[src/rtl/hex_neighbor_fetch.sv]
// Raster-scans a ROWS x COLS hex grid from a synchronous-read RAM and emits centre + six neighbours
// per cell on a valid/ready port. Define HEX_WRAP_EN for a toroidal grid (beta then unused).
module hex_neighbor_fetch #(
  parameter int unsigned ROWS   = 16,
  parameter int unsigned COLS   = 16,
  parameter int unsigned ADDR_W = $clog2(ROWS * COLS)
) (
  input  logic                      clk,
  input  logic                      reset,
  input  logic                      start,
  input  logic [17:0]               beta,
  output logic                      mem_rd_en,
  output logic [ADDR_W-1:0]         mem_rd_addr,
  input  logic [17:0]               mem_rd_data,
  output logic                      out_valid,
  input  logic                      out_ready,
  output logic [17:0]               out_u_curr,
  output logic [17:0]               out_u_nb_0,
  output logic [17:0]               out_u_nb_1,
  output logic [17:0]               out_u_nb_2,
  output logic [17:0]               out_u_nb_3,
  output logic [17:0]               out_u_nb_4,
  output logic [17:0]               out_u_nb_5,
  output logic [$clog2(ROWS)-1:0]   out_row,
  output logic [$clog2(COLS)-1:0]   out_col,
  output logic                      busy,
  output logic                      done
);

  localparam int unsigned RowW = $clog2(ROWS);
  localparam int unsigned ColW = $clog2(COLS);
  localparam logic [RowW-1:0] RowLast = RowW'(ROWS - 1);
  localparam logic [ColW-1:0] ColLast = ColW'(COLS - 1);

  typedef enum logic [2:0] {StIdle, StIssue, StDrain, StPresent, StFin} state_e;

  state_e          state_q;
  logic [2:0]      k_q;
  logic [2:0]      rd_k_q;
  logic            rd_vld_q;
  logic [RowW-1:0] r_q;
  logic [ColW-1:0] c_q;
  logic [17:0]     beta_q;
  logic            busy_q;
  logic            done_q;
  logic            out_valid_q;
  logic [17:0]     tap_q [0:6];

  // Neighbour indices always wrap; the has_* flags decide whether a wrapped index is usable.
  logic [RowW-1:0] r_up, r_dn;
  logic [ColW-1:0] c_lf, c_rt;
  logic            has_up, has_dn, has_lf, has_rt;

  assign r_up = (r_q == '0)      ? RowLast : r_q - RowW'(1);
  assign r_dn = (r_q == RowLast) ? '0      : r_q + RowW'(1);
  assign c_lf = (c_q == '0)      ? ColLast : c_q - ColW'(1);
  assign c_rt = (c_q == ColLast) ? '0      : c_q + ColW'(1);

`ifdef HEX_WRAP_EN
  assign has_up = 1'b1;
  assign has_dn = 1'b1;
  assign has_lf = 1'b1;
  assign has_rt = 1'b1;
`else
  assign has_up = (r_q != '0);
  assign has_dn = (r_q != RowLast);
  assign has_lf = (c_q != '0);
  assign has_rt = (c_q != ColLast);
`endif

  logic [RowW-1:0] tap_row;
  logic [ColW-1:0] tap_col;
  logic            tap_in_grid;

  always_comb begin
    tap_row     = r_q;
    tap_col     = c_q;
    tap_in_grid = 1'b1;
    unique case (k_q)
      3'd1: begin tap_row = r_up;                 tap_in_grid = has_up;           end
      3'd2: begin tap_row = r_up; tap_col = c_rt; tap_in_grid = has_up && has_rt; end
      3'd3: begin                 tap_col = c_lf; tap_in_grid = has_lf;           end
      3'd4: begin                 tap_col = c_rt; tap_in_grid = has_rt;           end
      3'd5: begin tap_row = r_dn; tap_col = c_lf; tap_in_grid = has_dn && has_lf; end
      3'd6: begin tap_row = r_dn;                 tap_in_grid = has_dn;           end
      default: ;
    endcase
  end

  assign mem_rd_en   = (state_q == StIssue) && tap_in_grid;
  assign mem_rd_addr = mem_rd_en ? (ADDR_W'(tap_row) * ADDR_W'(COLS) + ADDR_W'(tap_col)) : '0;

  logic last_cell;
  assign last_cell = (r_q == RowLast) && (c_q == ColLast);

  always_ff @(posedge clk) begin
    if (!reset) begin
      state_q     <= StIdle;
      k_q         <= '0;
      rd_k_q      <= '0;
      rd_vld_q    <= 1'b0;
      r_q         <= '0;
      c_q         <= '0;
      beta_q      <= '0;
      busy_q      <= 1'b0;
      done_q      <= 1'b0;
      out_valid_q <= 1'b0;
      for (int i = 0; i < 7; i++) tap_q[i] <= '0;
    end else begin
      done_q   <= 1'b0;
      rd_vld_q <= 1'b0;
      // RAM returns data one cycle after the strobe; route it by the delayed tap index.
      if (rd_vld_q) tap_q[rd_k_q] <= mem_rd_data;
      unique case (state_q)
        StIdle: begin
          if (start) begin
            beta_q  <= beta;
            r_q     <= '0;
            c_q     <= '0;
            k_q     <= '0;
            busy_q  <= 1'b1;
            state_q <= StIssue;
          end
        end
        StIssue: begin
          if (tap_in_grid) begin
            rd_vld_q <= 1'b1;
            rd_k_q   <= k_q;
          end else begin
            tap_q[k_q] <= beta_q;
          end
          if (k_q == 3'd6) state_q <= StDrain;
          else             k_q     <= k_q + 3'd1;
        end
        StDrain: begin
          out_valid_q <= 1'b1;
          state_q     <= StPresent;
        end
        StPresent: begin
          if (out_ready) begin
            out_valid_q <= 1'b0;
            k_q         <= '0;
            if (last_cell) begin
              busy_q  <= 1'b0;
              done_q  <= 1'b1;
              state_q <= StFin;
            end else begin
              if (c_q == ColLast) begin
                c_q <= '0;
                r_q <= r_q + RowW'(1);
              end else begin
                c_q <= c_q + ColW'(1);
              end
              state_q <= StIssue;
            end
          end
        end
        StFin:   state_q <= StIdle;
        default: state_q <= StIdle;
      endcase
    end
  end

  assign out_valid  = out_valid_q;
  assign busy       = busy_q;
  assign done       = done_q;
  assign out_row    = r_q;
  assign out_col    = c_q;
  assign out_u_curr = tap_q[0];
  assign out_u_nb_0 = tap_q[1];
  assign out_u_nb_1 = tap_q[2];
  assign out_u_nb_2 = tap_q[3];
  assign out_u_nb_3 = tap_q[4];
  assign out_u_nb_4 = tap_q[5];
  assign out_u_nb_5 = tap_q[6];

endmodule

[config.mk]
export PLATFORM = sky130hd
export DESIGN_NAME = hex_neighbor_fetch
export DESIGN_NICKNAME = d
export VERILOG_FILES = /design/src/rtl/hex_neighbor_fetch.sv
export SDC_FILE = /design/constraint.sdc
export NUM_CORES = 1
export LEC_CHECK = 0
export BUFFER_PORTS_ARGS = -buffer_cell sky130_fd_sc_hd__buf_4
export CAP_MARGIN = 10
export CELL_PAD_IN_SITES_DETAIL_PLACEMENT = 1
export CELL_PAD_IN_SITES_GLOBAL_PLACEMENT = 1
export CORE_MARGIN = 2
export CORE_UTILIZATION = 38
export DETAILED_ROUTE_END_ITERATION = 10
export GPL_ROUTABILITY_DRIVEN = 0
export GPL_TIMING_DRIVEN = 0
export PLACE_DENSITY_LB_ADDON = 0.1
export SYNTH_ARGS = -nofsm -noshare
export SYNTH_HDL_FRONTEND = slang
export SYNTH_SLANG_ARGS = --single-unit
[constraint.sdc]
create_clock -name clk -period 3.5 [get_ports clk]
set_input_delay 0.175 -clock clk [delete_from_list [all_inputs] [get_ports clk]]
set_output_delay 0.175 -clock clk [all_outputs]
set_load 0.01 [all_outputs]
==> impl_metrics.py, run 1 <==
metrics = {
    "outcome": {
        "status": "completed",
    },
    "detailed_routing": {
        "drtAntennaViolNets": 0,
        "drt_iter0_drc": 310,
        "totalWireLength_mm": 25.8,
        "wl_per_cell_um": 19.7,
        "dr_total_vias": 6817,
        "vias_per_cell": 5.20,
        "drtPass1Iterations": 5,
        "drc": 0,
    },
    "floorplanning": {
        "die_w_um": 153,
        "dieHeight_um": 153,
        "coreArea_um2": 21800,
        "fp-row-count": 54,
        "initial_core_util": 0.386,
        "pin_count": 186,
        "dieArea_um2": 23400,
    },
    "logic_synthesis": {
        "synth_seq_cells": 165,
        "ys.flop_type": "edfxtp_1",
        "netlist_top_cells_count": "nand2_1 (152), edfxtp_1 (126), mux2i_1 (96)",
        "syn_nets": 831,
        "synth_edf_count": 126,
        "syn_area_um2": 8430,
        "postSynthCellCount": 782,
        "yosysTopAreaCell": "edfxtp_1",
        "async_flop_share": 0,
        "yosys-top-cells-area": "edfxtp_1 (45%), mux2i_1 (11%), dfxtp_1 (9.3%)",
        "avgSynthCellArea_um2": 10.8,
        "ys_warn_count": 0,
        "yosysSeqAreaShare": 0.542,
        "synth.most_common_cell": "nand2_1",
        "synth_top_area_frac": 0.449,
        "synth.distinct_cells": 55,
    },
    "final_layout": {
        "fillers": 2453,
        "seqCellArea_um2": 4560,
        "post-route-util": 0.507,
        "fin_nets": 1067,
        "areaGrowthSynthToFinish_pct": 31.3,
        "multi_input_area_um2": 3450,
        "antenna_cells": 0,
        "drive_above_1_share": 0.280,
    },
    "clock_tree": {
        "clk_pin_slew_worst_paths_ns": 0.07,
        "clk_root_buffer_cell": "clkbuf_16",
        "numCtsBuffers": 17,
        "clkLatencyLatePin_ns": 0.43,
        "cts.sinks": 165,
        "clockBufferDepth": 2,
        "tritoncts": "done",
        "h-tree-depth": 4,
    },
    "setup_path": {
        "critPathLaunchType": "register",
        "crit_chain": "inv_1 > ha_1 > or3b_1 > a22o_1 > a211oi_4 > buf_4 > nand4_4 > buf_2 > o211ai_1 > buf_4 > buf_6",
        "crit_slowest_cell": "or3b_1",
        "crit_top_cell": "buf_4",
        "reg2reg_depth": 11,
        "cp_slowest_stage_delay_ns": 0.45,
        "crit_fanout": 10,
        "arrival_ns": 3.47,
        "end_kind": "register",
        "path_class": "register to register",
        "critPathRequiredTime_ns": 3.64,
    },
    "sta": {
        "final.setup.tns_ns": 0,
        "setup_viol": 0,
        "finalHoldViolations": 0,
        "clock_skew_ns": 0.0112,
        "slew_headroom": 0.298,
        "fmax_mhz": 301,
        "worst_pin_slew_ns": 1.04,
        "report.final.slew_viol_count": 0,
        "rsz0062_at_grt": "no",
        "fin_crit_ns": 3.33,
        "finalCritPeriodShare": 0.950,
    },
    "power_and_ir_drop": {
        "power_switching_mw": 1.15,
        "peakVddDrop_mv": 0.315,
        "p_int_mw": 3.44,
        "swShare": 0.251,
        "power_density_nw_per_um2": 415,
        "power_leakage_nw": 4.64,
        "power_frac_clock": 0.408,
        "pwr-share-comb": 0.104,
        "p_seq_frac": 0.488,
    },
    "place": {
        "dp_hpwl_mm": 19.9,
        "portBuffers": 185,
    },
    "grt": {
        "antenna_found_initial": 0,
        "grt.overflow.total": 0,
        "grt_max_degree": 19,
        "first_global_vias": 6975,
        "grt_first_pass_wirelength_mm": 40.1,
        "grt_usage": 0.219,
    },
    "worst_hold_path": {
        "holdPathStages": 3,
        "hp-class": "primary input to register",
    },
    "run": {
        "drv_cap": 0,
    },
}
## cells by family after synthesis
| logic type | after synthesis | synth area share |
|---|---|---|
| and+or+nand+nor | 288 | 0.164 |
| DFF | 165 | 0.542 |
| muxes | 117 | 0.146 |
| buffers and inverters | 101 | 0.0521 |
| AOI/OAI and AO/OA | 100 | 0.0809 |
| adders and majority gates | 9 | 0.0134 |
| xor gates and xnor gates | 2 | 0.00208 |
## power groups by stage
stage	logic (mW)	clock network [mW]	registers, mW
finish	0.477	1.88	2.24
floorplan	0.191	0	2.29
detailed placement	0.443	0	2.29
global placement	0.435	0	2.29
global route	0.514	1.97	2.25
CTS	0.472	1.90	2.24
## per-layer routing
layer  vias to the layer above  routed length, um  GRT usage
met1                      3309              11700      0.288
met2                       162              12600      0.373
li1                       3311                  -          -
met4                         0                537     0.0719
met5                         -                  0          0
met3                        35                899     0.0315
## final timing paths
| check | startpoint | slack (ns) | endpoint |
|---|---|---|---|
| worst max-delay path | out_col[0] | 0.17 | tap_q[6][2] |
| worst max register to register | out_col[0] | 0.17 | tap_q[6][2] |
| worst min-delay path | beta[8] | 0.009 | beta_q[8] |
| worst min register to register | busy | 0.51 | busy |
## final cells by class
type,instances,share of cell area
inverters,31,0.0105
clock buffers,17,0.0384
multi-input cells,516,0.311
clock inverters,14,0.0138
plain buffers,70,0.0296
well taps,280,0.0317
flip-flops and latches,165,0.412
repair buffers,217,0.152
## sequential cells by signal, indices dropped and copies added (netlist names)
signal and flops:
k_q 3, beta_q 18, tap_q 126, rd_vld_q 1
out_valid 1, rd_k_q 3, done 1, busy 1
out_row 4, out_col 4, state_q 3
## layout by cell type (no fill, tap or decap), types with 4 or more instances in the layout
| cell type | n |
|---|---|
| o31ai_1 | 5 |
| nand2b_1 | 5 |
| nand4_1 | 37 |
| mux2i_1 | 96 |
| ha_1 | 9 |
| mux2_2 | 12 |
| and3_1 | 22 |
| nand2_1 | 152 |
| a211oi_1 | 5 |
| o21ai_0 | 11 |
| buf_6 | 4 |
| dlygate4sd3_1 | 16 |
| o211ai_1 | 4 |
| buf_2 | 14 |
| nor2_1 | 27 |
| clkbuf_1 | 27 |
| inv_6 | 4 |
| a21oi_1 | 36 |
| buf_1 | 20 |
| a22o_1 | 20 |
| inv_1 | 30 |
| nand3_1 | 10 |
| clkbuf_4 | 4 |
| buf_4 | 201 |
| clkbuf_16 | 17 |
| nor3_1 | 10 |
| edfxtp_1 | 126 |
| dfxtp_1 | 39 |
| mux2_4 | 9 |
## repair_timing
| action | in CTS | in global routing |
|---|---|---|
| endpoints found under the hold margin | 16 | 0 |
| setup buffers | 8 | 1 |
| pin swaps | 1 | 1 |
| setup endpoints to repair | 125 | 52 |
| hold buffers | 16 | 0 |
| resized for setup | 4 | 4 |
## critical path, delay by kind of cell, from the launching register on
kind,cells,cell delay [ns]
flops,1,0.38
compound gates,3,0.72
simple gates,2,0.65
fa+ha+maj,1,0.25
buf+inv,5,1.03
## through the flow
stage	total power, mW	setup WS, ns	std cells	hold slack (ns)	cell area (um2)
2_1_floorplan	2.48	0.280	782	0.311	8430
3_3_place_gp	2.72	-0.754	1247	0.433	10200
3_5_place_dp	2.73	-0.387	1251	0.438	10200
4_1_cts	4.61	0.0667	1306	0.00308	11000
5_1_grt	4.74	0.0196	1310	0.0204	11100
6_report	4.59	0.175	1310	0.00867	11100
(Power assumes the default switching activity.)
==> run 2: changes to the inputs <==
--- a/config.mk
+++ b/config.mk
@@ -5,13 +5,13 @@
 export SDC_FILE = /design/constraint.sdc
 export NUM_CORES = 1
 export LEC_CHECK = 0
-export BUFFER_PORTS_ARGS = -buffer_cell sky130_fd_sc_hd__buf_4
 export CAP_MARGIN = 10
 export CELL_PAD_IN_SITES_DETAIL_PLACEMENT = 1
 export CELL_PAD_IN_SITES_GLOBAL_PLACEMENT = 1
 export CORE_MARGIN = 2
-export CORE_UTILIZATION = 38
+export CORE_UTILIZATION = 45
 export DETAILED_ROUTE_END_ITERATION = 10
+export DONT_BUFFER_PORTS = 1
 export GPL_ROUTABILITY_DRIVEN = 0
 export GPL_TIMING_DRIVEN = 0
 export PLACE_DENSITY_LB_ADDON = 0.1
==> constraint.sdc (replaced) <==
create_clock -name clk -period 4 [get_ports clk]
set_input_delay 0.2 -clock clk [delete_from_list [all_inputs] [get_ports clk]]
set_output_delay 0.2 -clock clk [all_outputs]
set_load 0.005 [all_outputs]
==> run 2 against run 1 <==
Critical path depth did not move. Global-route usage rose by 4.0 points. Sequential power fell by 12%. Worst hold slack improved by 0.013 ns. Register-to-register slack improved by 0.11 ns. Via count fell by 6.3%. Sequential share of layout area rose by 6.3 points. Non-clock buffer count fell by 187. Worst setup slack improved by 0.11 ns. Final area fell by 13%.
==> impl_metrics.py, run 2 (synthesis results as in run 1) <==
metrics = {
    "outcome": {
        "status": "completed",
    },
    "floorplanning": {
        "die_w_um": 141,
        "dieArea_um2": 19800,
        "pin_count": 186,
        "dieHeight_um": 141,
        "coreArea_um2": 18500,
        "fp-row-count": 50,
        "initial_core_util": 0.455,
    },
    "clock_tree": {
        "clkLatencyLatePin_ns": 0.43,
        "cts.sinks": 165,
        "h-tree-depth": 4,
        "tritoncts": "done",
        "clk_pin_slew_worst_paths_ns": 0.07,
        "clockBufferDepth": 2,
        "numCtsBuffers": 17,
        "clk_root_buffer_cell": "clkbuf_16",
    },
    "detailed_routing": {
        "totalWireLength_mm": 25.6,
        "drc": 0,
        "drtPass1Iterations": 5,
        "drtAntennaViolNets": 0,
        "dr_total_vias": 6388,
        "drt_iter0_drc": 354,
        "wl_per_cell_um": 23.7,
        "vias_per_cell": 5.93,
    },
    "place": {
        "portBuffers": 0,
        "place_area_um2": 8760,
        "dp_hpwl_mm": 19.4,
        "pre_cts_ws_ns": 0.0829,
    },
    "grt": {
        "antenna_found_initial": 0,
        "grt_first_pass_wirelength_mm": 39.5,
        "first_global_vias": 6744,
        "grt_max_degree": 19,
        "grt_usage": 0.259,
        "grt.overflow.total": 0,
    },
    "setup_path": {
        "crit_slowest_cell": "dfxtp_1",
        "critPathRequiredTime_ns": 4.14,
        "crit_fanout": 10,
        "critPathLaunchType": "register",
        "path_class": "register to register",
        "crit_top_cell": "buf_2",
        "cp_slowest_stage_delay_ns": 0.48,
        "arrival_ns": 3.86,
        "end_kind": "register",
        "crit_chain": "inv_1 > ha_1 > nor2_1 > o31ai_1 > a21oi_2 > buf_2 > nand4_2 > buf_2 > o211ai_1 > buf_4 > buf_6",
    },
    "sta": {
        "setup_viol": 0,
        "fin_crit_ns": 3.72,
        "fmax_mhz": 269,
        "slew_headroom": 0.137,
        "report.final.slew_viol_count": 0,
        "rsz0062_at_grt": "no",
        "layout_setup_ws_ns": 0.281,
        "clock_skew_ns": 0.0104,
        "finalCritPeriodShare": 0.930,
        "finalHoldViolations": 0,
        "worst_pin_slew_ns": 1.28,
    },
    "final_layout": {
        "final_cell_mix": "nand2_1 (152), edfxtp_1 (126), mux2i_1 (96), dfxtp_1 (39), nand4_1 (37)",
        "fillers": 2001,
        "largest_reg_flops": 126,
        "antenna_cells": 0,
        "seqCellArea_um2": 4560,
        "areaGrowthSynthToFinish_pct": 13.9,
        "mostFrequentLayoutCell": "nand2_1",
        "multi_input_area_um2": 3430,
        "top_regs": "tap_q: 126 flops, beta_q: 18 flops",
        "fin_area_um2": 9600,
        "drive_above_1_share": 0.114,
        "top_register": "tap_q",
        "fin_nets": 880,
    },
    "worst_hold_path": {
        "hp-class": "primary input to register",
    },
    "power_and_ir_drop": {
        "peakVddDrop_mv": 0.313,
        "power_leakage_nw": 3.68,
        "power_density_nw_per_um2": 404,
    },
    "run": {
        "drv_cap": 0,
    },
}
run 2: changes by cell type in the layout (fill, tap and decap cells not counted), moves of 3 or more:
cell / delta
buf_4: -191
clkbuf_4: -3
dlygate4sd3_1: +3
clkinvlp_4: +4
run 2: worst paths after layout:
kind	depth (start not counted)	slack (ns)	from	to
worst min-delay path	2	0.02	mem_rd_data[5]	tap_q[4][5]
worst max-delay path	11	0.28	k_q[1]	tap_q[6][0]
worst min register to register	2	0.53	out_valid	out_valid
worst max register to register	11	0.28	k_q[1]	tap_q[6][0]
run 2: what timing repair did:
action                     in CTS  in global routing
hold endpoints to repair       19                  0
gates resized for setup         0                  1
setup endpoints to repair       0                 63
hold buffers                   19                  0
buffers inserted                0                  5
run 2: through the flow:
step           hold slack (ns)  cells  utilization  total power [mW]  TNS (ns)
2_1_floorplan            0.336    782            -              2.15         0
3_3_place_gp             0.343   1016        0.471              2.23    -0.781
3_5_place_dp             0.348   1020        0.473              2.25         0
4_1_cts                 0.0134   1070        0.515              3.88         0
5_1_grt                 0.0307   1077        0.518              3.99         0
6_report                0.0216   1077        0.518              3.88         0
run 2: area by class of cell:
type / count / share of cell area
Multi-Input combinational cell: 516 / 0.357
Clock buffer: 17 / 0.0443
Tap cell: 234 / 0.0305
Inverter: 31 / 0.0121
Sequential cell: 165 / 0.476
Buffer: 70 / 0.0336
Timing Repair Buffer: 30 / 0.0306
Clock inverter: 14 / 0.0159
run 2: where the power goes:
| group | internal, mW | total [mW] | switching [mW] |
|---|---|---|---|
| logic | 0.0830 | 0.262 | 0.179 |
| registers | 1.91 | 1.98 | 0.0667 |
| clock network | 0.921 | 1.64 | 0.719 |
| total | 2.91 | 3.88 | 0.965 |
run 2: per-layer routing:
metal | vias to the layer above | share of wire | global-route usage
met3 | 39 | 0.053 | 0.0530
met4 | 0 | 0.023 | 0.0895
met5 | - | 0 | 0
met2 | 217 | 0.51 | 0.455
li1 | 2928 | - | -
met1 | 3204 | 0.42 | 0.319
run 2: worst max-delay path: cells and delay by family, from the launching register on:
family / cells / cell delay, ns
adders and majority gates: 1 / 0.32
DFF: 1 / 0.48
and+or+nand+nor: 2 / 0.73
buffers and inverters: 5 / 1.24
AOI/OAI and AO/OA: 3 / 0.67
==> run 3: changes to the inputs <==
--- a/config.mk
+++ b/config.mk
@@ -9,7 +9,7 @@
 export CELL_PAD_IN_SITES_DETAIL_PLACEMENT = 1
 export CELL_PAD_IN_SITES_GLOBAL_PLACEMENT = 1
 export CORE_MARGIN = 2
-export CORE_UTILIZATION = 45
+export CORE_UTILIZATION = 53
 export DETAILED_ROUTE_END_ITERATION = 10
 export DONT_BUFFER_PORTS = 1
 export GPL_ROUTABILITY_DRIVEN = 0
==> run 3 against run 2 <==
Critical path depth is 1 lower. Worst setup slack got worse by 0.014 ns. Register-to-register slack is essentially flat. Sequential power hardly changed. Critical path type unchanged.
==> impl_metrics.py, run 3 (synthesis results as in run 1) <==
metrics = {
    "final_layout": {
        "fillers": 1697,
        "fin_nets": 879,
        "mostFrequentLayoutCell": "nand2_1",
        "drive_above_1_share": 0.110,
        "antenna_cells": 0,
        "top_regs": "tap_q: 126 flops, beta_q: 18 flops",
        "final_cell_mix": "nand2_1 (152), edfxtp_1 (126), mux2i_1 (96), dfxtp_1 (39), nand4_1 (37)",
        "post-route-util": 0.610,
        "top_register": "tap_q",
        "fin_area_um2": 9590,
        "areaGrowthSynthToFinish_pct": 13.7,
        "largest_reg_flops": 126,
    },
    "grt": {
        "grt_first_pass_wirelength_mm": 37.1,
        "antenna_found_initial": 0,
        "grt.overflow.total": 0,
        "grt_usage": 0.290,
        "grt_max_degree": 19,
        "first_global_vias": 6521,
    },
    "setup_path": {
        "critPathLaunchType": "register",
        "rr_endpoint": "tap_q[6][10]",
        "crit_fanout": 10,
        "arrival_ns": 3.87,
        "reg2reg_from": "k_q[1]",
        "critPathRequiredTime_ns": 4.14,
        "reg2reg_depth": 10,
        "path_class": "register to register",
        "end_kind": "register",
        "ff2ff_setup_slack_ns": 0.27,
    },
    "sta": {
        "rsz0062_at_grt": "no",
        "slew_headroom": 0.204,
        "setup_viol": 0,
        "finalCritPeriodShare": 0.933,
        "fmax_mhz": 268,
        "finalHoldViolations": 0,
        "fin_crit_ns": 3.73,
        "worst_pin_slew_ns": 1.18,
        "clock_skew_ns": 0.00960,
        "report.final.slew_viol_count": 0,
    },
    "outcome": {
        "status": "completed",
    },
    "place": {
        "place_area_um2": 8730,
        "dp_hpwl_mm": 18.2,
        "portBuffers": 0,
    },
    "clock_tree": {
        "clk_pin_slew_worst_paths_ns": 0.07,
        "numCtsBuffers": 17,
        "h-tree-depth": 4,
        "cts.sinks": 165,
        "clk_root_buffer_cell": "clkbuf_16",
        "tritoncts": "done",
        "clkLatencyLatePin_ns": 0.43,
        "clockBufferDepth": 2,
    },
    "detailed_routing": {
        "dr_total_vias": 6407,
        "wl_per_cell_um": 23.1,
        "drtAntennaViolNets": 0,
        "drtPass1Iterations": 5,
        "drt_iter0_drc": 424,
        "drc": 0,
        "vias_per_cell": 6.05,
        "totalWireLength_mm": 24.5,
    },
    "floorplanning": {
        "fp-row-count": 46,
        "dieHeight_um": 130,
        "dieArea_um2": 16900,
        "coreArea_um2": 15700,
        "die_w_um": 130,
        "initial_core_util": 0.536,
        "pin_count": 186,
    },
    "worst_hold_path": {
        "holdPathStages": 3,
        "hp-start": "start",
        "min_to": "state_q[0]",
        "hp-class": "primary input to register",
    },
    "run": {
        "drv_cap": 0,
    },
    "power_and_ir_drop": {
        "power_density_nw_per_um2": 406,
        "power_leakage_nw": 3.70,
        "peakVddDrop_mv": 0.285,
    },
}
[run 3: changes by cell type in the layout (fill, tap and decap cells not counted), sizes merged]
| cell | before | now |
|---|---|---|
| clkinvlp | 6 | 2 |
| inv | 34 | 32 |
| clkinv | 3 | 8 |
| bufinv | 2 | 3 |
[run 3: how the worst max path moves through the flow]
stage           start           end  slack, ns  cells past startpoint
2_1_floorplan  k_q[1]   tap_q[6][0]       0.78                      9
3_3_place_gp   k_q[1]   tap_q[6][2]      0.001                      9
3_5_place_dp   k_q[1]   tap_q[6][0]      -0.05                     10
4_1_cts        k_q[1]   tap_q[6][7]       0.05                     10
5_1_grt        k_q[1]  tap_q[6][13]       0.07                     10
6_report       k_q[1]  tap_q[6][10]       0.27                     10
[run 3: what timing repair did]
action	4_1_cts	5_1_grt
setup endpoints to repair	27	72
setup buffers	0	6
hold endpoints to repair	19	0
pin swaps	0	0
hold buffers	19	0
gates resized for setup	1	0
[run 3: final cells by class]
class	count	area, um2	share of cell area
repair buffers	29	295	0.0308
plain buffers	70	323	0.0337
inverters	31	116	0.0121
flip-flops and latches	165	4560	0.476
clock buffers	18	429	0.0448
clock inverters	14	160	0.0167
multi-input cells	516	3430	0.358
well taps	216	270	0.0282
[run 3: stage by stage]
stage | worst slack, ns | hold slack (ns) | setup TNS [ns] | cells | power [mW]
after floorplan | 0.780 | 0.336 | 0 | 782 | 2.15
after global placement | 0.00139 | 0.341 | 0 | 998 | 2.23
after detailed placement | -0.0457 | 0.345 | -0.407 | 1001 | 2.25
after CTS | 0.0469 | 0.00678 | 0 | 1052 | 3.89
after global routing | 0.0661 | 0.0319 | 0 | 1059 | 3.99
final | 0.268 | 0.0113 | 0 | 1059 | 3.89
[run 3: power by group]
part	leakage (nW)	switching, mW	internal, mW
Sequential	1.62	0.0652	1.91
Clock	0.285	0.675	0.976
Combinational	1.79	0.176	0.0838
Total	3.70	0.917	2.97
[run 3: layer usage]
layer  vias to the layer above  wire (um)  global-route usage
met4                         0        700               0.109
met1                      3190       9880               0.360
li1                       2920          -                   -
met5                         -          0                   0
met3                        46       1360              0.0513
met2                       251      12600               0.507
[run 3: critical path, cell delays in order, from the launching register on]
cell and delay [ns]:
dfxtp_1 0.48, inv_1 0.20, ha_1 0.32, nor2_1 0.41, o31ai_1 0.20, a21oi_2 0.37, buf_2 0.32, nand4_2 0.34
buf_2 0.33, o211ai_1 0.22, buf_4 0.24
